### src/rtl/fetch_issue_ctrl.sv
// rtl/fetch_issue_ctrl.sv - round-robin fetch issue controller, one outstanding instruction fetch
// Optional perf counters enabled by defining FETCH_PERF_CNT_EN.
module fetch_issue_ctrl #(
  parameter int NUM_WF  = 40,
  parameter int WF_ID_W = 6,
  parameter int PC_W    = 32
) (
  input  logic               clk,
  input  logic               rst,
  input  logic [NUM_WF-1:0]  wf_ready,
  output logic               pc_rd_en,
  output logic [WF_ID_W-1:0] pc_wf_id_rd,
  input  logic [PC_W:0]      pc_data,
  output logic               mem_req,
  output logic [PC_W-1:0]    mem_addr,
  input  logic               mem_ack,
  input  logic               mem_rdata_valid,
  input  logic [PC_W-1:0]    mem_rdata,
  input  logic               flush_valid,
  input  logic [WF_ID_W-1:0] flush_wf_id,
  output logic               ibuf_wr,
  output logic [WF_ID_W-1:0] ibuf_wf_id,
  output logic [PC_W-1:0]    ibuf_instr,
  output logic               ibuf_first,
  output logic [31:0]        perf_fetch_cnt,
  output logic [31:0]        perf_stall_cnt
);

  typedef enum logic [1:0] {IDLE, REQ, WAIT} state_t;

  state_t               state, state_nxt;
  logic [WF_ID_W-1:0]   rr_ptr;
  logic [WF_ID_W-1:0]   tag;
  logic                 first;
  logic                 drop;
  logic                 flush_hit;
  logic [2*NUM_WF-1:0]  rot_dbl;
  logic [NUM_WF-1:0]    rot;
  logic                 found;
  logic [WF_ID_W-1:0]   win_off;
  logic [WF_ID_W:0]     win_sum;
  logic [WF_ID_W-1:0]   winner;

  // Rotate the ready vector so rr_ptr sits at bit 0, then take the lowest set bit.
  always_comb begin
    rot_dbl = {wf_ready, wf_ready} >> rr_ptr;
    rot     = rot_dbl[NUM_WF-1:0];
    found   = |rot;
    win_off = '0;
    for (int i = NUM_WF - 1; i >= 0; i--) begin
      if (rot[i]) win_off = WF_ID_W'(i);
    end
    win_sum = {1'b0, rr_ptr} + {1'b0, win_off};
    if (win_sum >= (WF_ID_W+1)'(NUM_WF)) win_sum = win_sum - (WF_ID_W+1)'(NUM_WF);
    winner = win_sum[WF_ID_W-1:0];
  end

  assign flush_hit = flush_valid && (flush_wf_id == tag) && ((state == REQ) || (state == WAIT));

  always_comb begin
    state_nxt   = state;
    pc_rd_en    = 1'b0;
    pc_wf_id_rd = '0;
    case (state)
      IDLE: begin
        if (found && !rst) begin
          pc_rd_en    = 1'b1;
          pc_wf_id_rd = winner;
          state_nxt   = REQ;
        end
      end
      REQ:     if (mem_ack) state_nxt = WAIT;
      WAIT:    if (mem_rdata_valid) state_nxt = IDLE;
      default: state_nxt = IDLE;
    endcase
  end

  always_ff @(posedge clk or posedge rst) begin
    if (rst) state <= IDLE;
    else     state <= state_nxt;
  end

  always_ff @(posedge clk or posedge rst) begin
    if (rst) begin
      rr_ptr     <= '0;
      tag        <= '0;
      first      <= 1'b0;
      drop       <= 1'b0;
      mem_req    <= 1'b0;
      mem_addr   <= '0;
      ibuf_wr    <= 1'b0;
      ibuf_wf_id <= '0;
      ibuf_instr <= '0;
      ibuf_first <= 1'b0;
    end else begin
      ibuf_wr <= 1'b0;
      case (state)
        IDLE: begin
          if (pc_rd_en) begin
            mem_addr <= pc_data[PC_W-1:0];
            first    <= pc_data[PC_W];
            tag      <= winner;
            rr_ptr   <= (winner == WF_ID_W'(NUM_WF - 1)) ? '0 : winner + 1'b1;
            mem_req  <= 1'b1;
          end
        end
        REQ: begin
          if (flush_hit) drop <= 1'b1;
          if (mem_ack) mem_req <= 1'b0;
        end
        WAIT: begin
          if (flush_hit) drop <= 1'b1;
          // A flush landing on the response cycle still discards the instruction.
          if (mem_rdata_valid) begin
            drop <= 1'b0;
            if (!(drop || flush_hit)) begin
              ibuf_wr    <= 1'b1;
              ibuf_wf_id <= tag;
              ibuf_instr <= mem_rdata;
              ibuf_first <= first;
            end
          end
        end
        default: ;
      endcase
    end
  end

`ifdef FETCH_PERF_CNT_EN
  always_ff @(posedge clk or posedge rst) begin
    if (rst) begin
      perf_fetch_cnt <= '0;
      perf_stall_cnt <= '0;
    end else begin
      if (ibuf_wr) perf_fetch_cnt <= perf_fetch_cnt + 32'd1;
      if ((state == REQ) && !mem_ack) perf_stall_cnt <= perf_stall_cnt + 32'd1;
    end
  end
`else
  assign perf_fetch_cnt = '0;
  assign perf_stall_cnt = '0;
`endif

endmodule
### config.mk
export PLATFORM = sky130hd
export DESIGN_NAME = fetch_issue_ctrl
export DESIGN_NICKNAME = d
export VERILOG_FILES = /design/src/rtl/fetch_issue_ctrl.sv
export SDC_FILE = /design/constraint.sdc
export NUM_CORES = 1
export LEC_CHECK = 0
export ABC_CLOCK_PERIOD_IN_PS = 7820
export BUFFER_PORTS_ARGS = -buffer_cell sky130_fd_sc_hd__buf_2
export CAP_MARGIN = 0
export CORE_ASPECT_RATIO = 1.25
export CORE_MARGIN = 5
export CORE_UTILIZATION = 55
export DETAILED_ROUTE_END_ITERATION = 16
export PLACE_DENSITY = 0.82
export SYNTH_ARGS = -nofsm -noshare
export SYNTH_HDL_FRONTEND = slang
export SYNTH_SLANG_ARGS = --single-unit
### constraint.sdc
create_clock -name clk -period 7.82 [get_ports clk]
set_input_delay 0 -clock clk [delete_from_list [all_inputs] [get_ports clk]]
set_output_delay 0 -clock clk [all_outputs]
set_load 0.01 [all_outputs]
== Word level (Yosys, flattened, before mapping) ==
Index checks and enable logic that the tools add are counted.
Word-level totals
  register bits: 89
  latch bits: 0
  RAM bits: 0
  ROM bits: 0
  input bits: 116
  output and inout port bits: 144
  logic and storage cells: 98
  memories: 0
Cells by class
  add/subtract/negate cells: 3
  $mul: 0
  div/mod/pow operators: 0
  magnitude comparators: 1
  equal/unequal tests: 8
  shift-type cells: 1
  multiplexer cells: 59
  bitwise gates (word level): 1
  reduce and logical (&&, ||, !) cells: 14
Operator list (count)
  $mux W6: 44
  $shr A80 B6 Y40: 1
  $reduce_or A40 Y1: 1
  $mux W1: 9
  $reduce_and A3 Y1: 3
  $ne A2 B2 Y1 const B: 4
  $add A6 B6 Y7: 1
  $ge A7 B6 Y1 const B: 1
  $add A6 B1 Y6 const B: 1
  $eq A6 B6 Y1: 1
  $eq A6 B6 Y1 const B: 1
  $mux W2: 3
  $pmux W2 S3: 1
  $sub A6 B6 Y6 const B: 1
  $pmux W1 S2: 2
  $reduce_bool A2 Y1: 2
  $logic_and A1 B1 Y1: 3
  $eq A2 B1 Y1 const B: 1
  $eq A2 B2 Y1 const B: 1
  $logic_not A2 Y1: 1
  $logic_or A1 B1 Y1: 2
  $reduce_and A2 Y1: 1
  $logic_not A1 Y1: 1
  $not A1 Y1: 1

== Depth between registers and ports, before layout ==
  depth after elaboration: 46
  depth in mapped cells: 27
  mapped depth without buffers: 22

== Least setup slack after synthesis ==
No wires, ideal clock.
  path type: register to register
  from: register rr_ptr[0]
  to: register rr_ptr[5]
  library setup time: 0.125 ns
  arrival: 5.903 ns
  data required time: 7.695 ns
  slack: 1.792 ns
  cell stages (with the launch flop): 28
  buffers on the path: 5
  clock period less this slack: 6.028 ns
  path through: dfrtp_1 buf_2 buf_6 buf_4 buf_4 buf_2 mux2_2 o22ai_1 nor2_1 o221a_2 a222oi_1 nand2b_1 nand4_1 nor4_1 a21oi_1 ha_1 fa_1 a21o_1 a211oi_1 or2_2 ha_1 inv_1 a21boi_0 and2_1 mux2i_1 mux2i_1 o311a_1 mux2_4
Between the ends
  word-level cells in the longest chain between the ends: 46
  elaborated cells between the ends (all ways): 53
  those cells by class: add/sub (3); order compare (1); eq/ne (1); shift (1); mux (44); reduce/logical (3)
Ends and longest elaborated chain
  start, declared: line 32  | logic [WF_ID_W-1:0] rr_ptr;
  start signal, assigned: line 103  | rr_ptr <= (winner == WF_ID_W'(NUM_WF - 1)) ? '0 : winner + 1'b1;
  $shr A80 B6 Y40: line 46  | rot_dbl = {wf_ready, wf_ready} >> rr_ptr;
  $mux W6 (40 in a row): line 51  | if (rot[i]) win_off = WF_ID_W'(i);
  $add A6 B6 Y7: line 53  | win_sum = {1'b0, rr_ptr} + {1'b0, win_off};
  $sub A6 B6 Y6 / $ge A7 B6 Y1 (equally long branches): line 54  | if (win_sum >= (WF_ID_W+1)'(NUM_WF)) win_sum = win_sum - (WF_ID_W+1)'(NUM_WF);
  $mux W6: line 54
  $add A6 B1 Y6 / $eq A6 B6 Y1 (equally long branches): line 103
  $mux W6: line 103
Parallel ways exist; a longest one is shown, timed or not.
A chain may end at the register's enable or synchronous reset.

== Worst setup path in the final report ==
Same ends and word-level chain as after synthesis.

==> results.py <==
metrics = {
    "drt": {
        "route.detailed.drc": 0,
        "via_count": 10590,
        "first_pass_iters": 7,
        "wl_per_cell_um": 28.75,
        "ant_nets": 0,
        "routed_wl_um": 43780,
        "drtIter0Drc": 1255,
        "avgViaCountPerCell": 6.956,
    },
    "clocking": {
        "cts.sinks": 89,
        "cts_inserted_buffers": 9,
        "clk_pin_slew_ps": 70,
        "htree_levels": 3,
        "cts_tree": "yes",
        "postCtsSetupBuffers": 0,
        "cts_root_buf": "clkbuf_16",
        "cts_buffer_depth": 2,
        "clock_latency_ps": 340,
    },
    "final_layout": {
        "drive_gt1_frac": 0.3911,
        "final_core_util": 0.6558,
        "most-common-layout-cells": "195 x buf_2, 101 x mux4_2, 86 x mux2_2",
        "nFillCells": 1455,
        "fin_nets": 1383,
        "diodes": 0,
        "fin_area_um2": 12720,
        "final_common_cell": "buf_2",
        "syn_to_final_growth_pct": 17.73,
    },
    "yosys": {
        "ys.warnings.count": 0,
        "ys_ff_latch": 89,
        "synth.largest_area_cell": "mux4_2",
        "synth-compound-area-share": 0.1426,
        "synth_xor_area_frac": 0.008915,
        "synthTopCellsByArea": "mux4_2 21%, dfrtp_1 21%, mux2_2 9.0%, mux2i_1 6.7%, mux2_4 5.6%",
        "yosys.cell_types.count": 77,
        "avgSynthCellArea_um2": 10.46,
        "yosys_most_used_dff": "dfrtp_1",
        "ys_seq_area_frac": 0.2061,
        "yosysTopAreaCellShare": 0.2105,
        "synth-edff-count": 0,
        "synth_mux_area_frac": 0.4224,
        "synth_cells": 1033,
        "async_reset_ff_frac": 1.000,
        "yosys.area_share.adder": 0.01690,
        "synthSimpleGateAreaFrac": 0.1159,
        "synth_top_family_by_area": "multiplexers",
        "synthesis.area_um2": 10810,
    },
    "critical_path": {
        "crit_type": "flop to flop",
        "r2r_slack_ps": 550,
        "start_kind": "flop",
        "crit_end": "rr_ptr[5]",
        "cp-end-kind": "flop",
        "cp.required_ps": 8040,
        "worstSetupStartpoint": "rr_ptr[0]",
        "timing.rr.start": "rr_ptr[0]",
        "ff2ff_path_depth": 22,
        "cp.arrival_ps": 7490,
        "reg2reg_to": "rr_ptr[5]",
        "critPathMaxFanout": 48,
    },
    "hold_path": {
        "hold_class": "input pin to async pin",
    },
    "pwr": {
        "peakVddDrop_mv": 0.3359,
        "p_leak_nw": 5.489,
        "switching_share": 0.5141,
        "p_sw_mw": 3.432,
        "power_density_nw_per_um2": 524.8,
        "seqPwrFrac": 0.148,
        "p_int_mw": 3.245,
        "p_comb_frac": 0.779,
        "p_clk_frac": 0.073,
        "power_mw": 6.677,
    },
    "status": {
        "status": "complete, no violations",
    },
    "floorplan": {
        "die_y_um": 166.7,
        "core-area_um2": 19400,
        "start_util": 0.5571,
        "num_io_pins": 260,
        "die_x_um": 135.4,
        "rows": 57,
        "die-area_um2": 22570,
    },
    "global_route": {
        "grtUsageTotal": 0.3768,
        "grt_max_degree": 91,
        "grt_pass1_wl_um": 65390,
        "antenna_found_initial": 0,
        "grt-ovfl-total": 0,
        "grt_pass1_vias": 10760,
    },
    "timing": {
        "rsz0062_at_grt": "no",
        "slew_headroom": 0.2533,
        "finalCritPeriodShare": 0.9299,
        "skew_ps": 10.50,
        "max_freq_mhz": 137.5,
        "final.setup.tns_ps": 0,
        "slew_viol_final": 0,
        "hold_viol_final": 0,
        "tightest_slew_ps": 1106,
        "layout_min_cycle_time_ps": 7272,
        "setup_viol": 0,
        "fin_ws_ps": 547.8,
    },
    "placed_design": {
        "routabilityCongestion": 1.079,
        "placed_area_um2": 11740,
        "dpl.hpwl_um": 30020,
        "place_ws_ps": 852.6,
        "io_buffers": 195,
    },
    "flow_run": {
        "drv_cap": 0,
    },
}
registers in the layout (all words and copies together) (netlist names):
register / count
state: 2
mem_addr: 32
first: 1
tag: 6
ibuf_first: 1
ibuf_wf_id: 6
mem_req: 1
drop: 1
ibuf_wr: 1
ibuf_instr: 32
rr_ptr: 6
logic make-up (layout without fill, tap and decap cells):
| family | after synthesis | count (layout) |
|---|---|---|
| mux | 299 | 299 |
| compound gates | 209 | 209 |
| flops | 89 | 89 |
| buf+inv | 163 | 325 |
| fa+ha+maj | 14 | 14 |
| xor+xnor | 11 | 11 |
| other cells | 1 | 64 |
| simple gates | 247 | 247 |
worst min path at each step:
stage                               start            end  slack (ps)  depth (start not counted)
after floorplan           mem_rdata_valid           drop         110                          1
final                                 rst  ibuf_instr[3]          50                          3
after detailed placement      pc_data[26]   mem_addr[26]         240                          2
after global placement    mem_rdata_valid           drop         230                          2
after global routing                  rst       state[1]          70                          3
after CTS                         mem_ack        mem_req          20                          4
cell type report:
class	count	area (µm²)	area share
clock buffer	10	229.0	0.01800
clock inverter	6	97.59	0.007671
inverter	20	76.32	0.005999
multi-input combinational	844	7879	0.6193
sequential	89	2237	0.1758
tap	265	331.6	0.02606
timing repair buffer	289	1872	0.1471
what timing repair did:
item                       in CTS  in global routing
hold buffers                   66                  0
gates resized for setup         0                  0
setup endpoints to repair       0                  0
hold endpoints to repair       66                  0
routing by layer:
layer,part of all wire,track usage,vias to the layer above
li1,-,-,4360
met1,0.33,0.4374,5055
met2,0.47,0.6107,947
met3,0.11,0.06910,232
met4,0.096,0.2902,0
met5,0,0,-
cells in the mapped netlist (18+ instances only):
| library cell | instances |
|---|---|
| mux4_2 | 101 |
| dfrtp_1 | 89 |
| mux2_2 | 86 |
| mux2i_1 | 72 |
| buf_4 | 69 |
| nand2_1 | 59 |
| nor2_1 | 58 |
| mux2_4 | 40 |
| o21ai_0 | 35 |
| clkbuf_1 | 33 |
| a21oi_1 | 24 |
| nand3_1 | 21 |
| buf_2 | 18 |
power by group through the flow:
stage	Combinational (mW)	Sequential, mW	Clock, mW
after global placement	4.88	0.929	0
after CTS	4.98	0.946	0.478
final	5.20	0.989	0.485
after floorplan	3.55	0.910	0
after global routing	5.44	1.01	0.507
after detailed placement	4.93	0.950	0
stage by stage:
step	hold slack (ps)	instances
final	48.02	1523
after global routing	73.70	1523
after CTS	22.14	1523
after detailed placement	235.3	1441
after global placement	228.0	1441
after floorplan	112.0	1096
worst max-delay path: stages (launching register included):
cell and delay, ps:
dfrtp_4 920, mux2i_1 890, mux4_2 540, o22ai_1 180, or4b_2 680, a222oi_1 300, o21ai_0 170, a211oi_1 240
o211ai_1 120, a21oi_1 170, ha_1 230, fa_1 300, a211oi_1 140, nor2_1 170, or2_2 180, ha_1 240
inv_1 50, a21boi_0 230, and2_1 210, mux2i_1 530, mux2i_1 170, o311a_1 170, mux2_4 260
(Power assumes the default switching activity.)
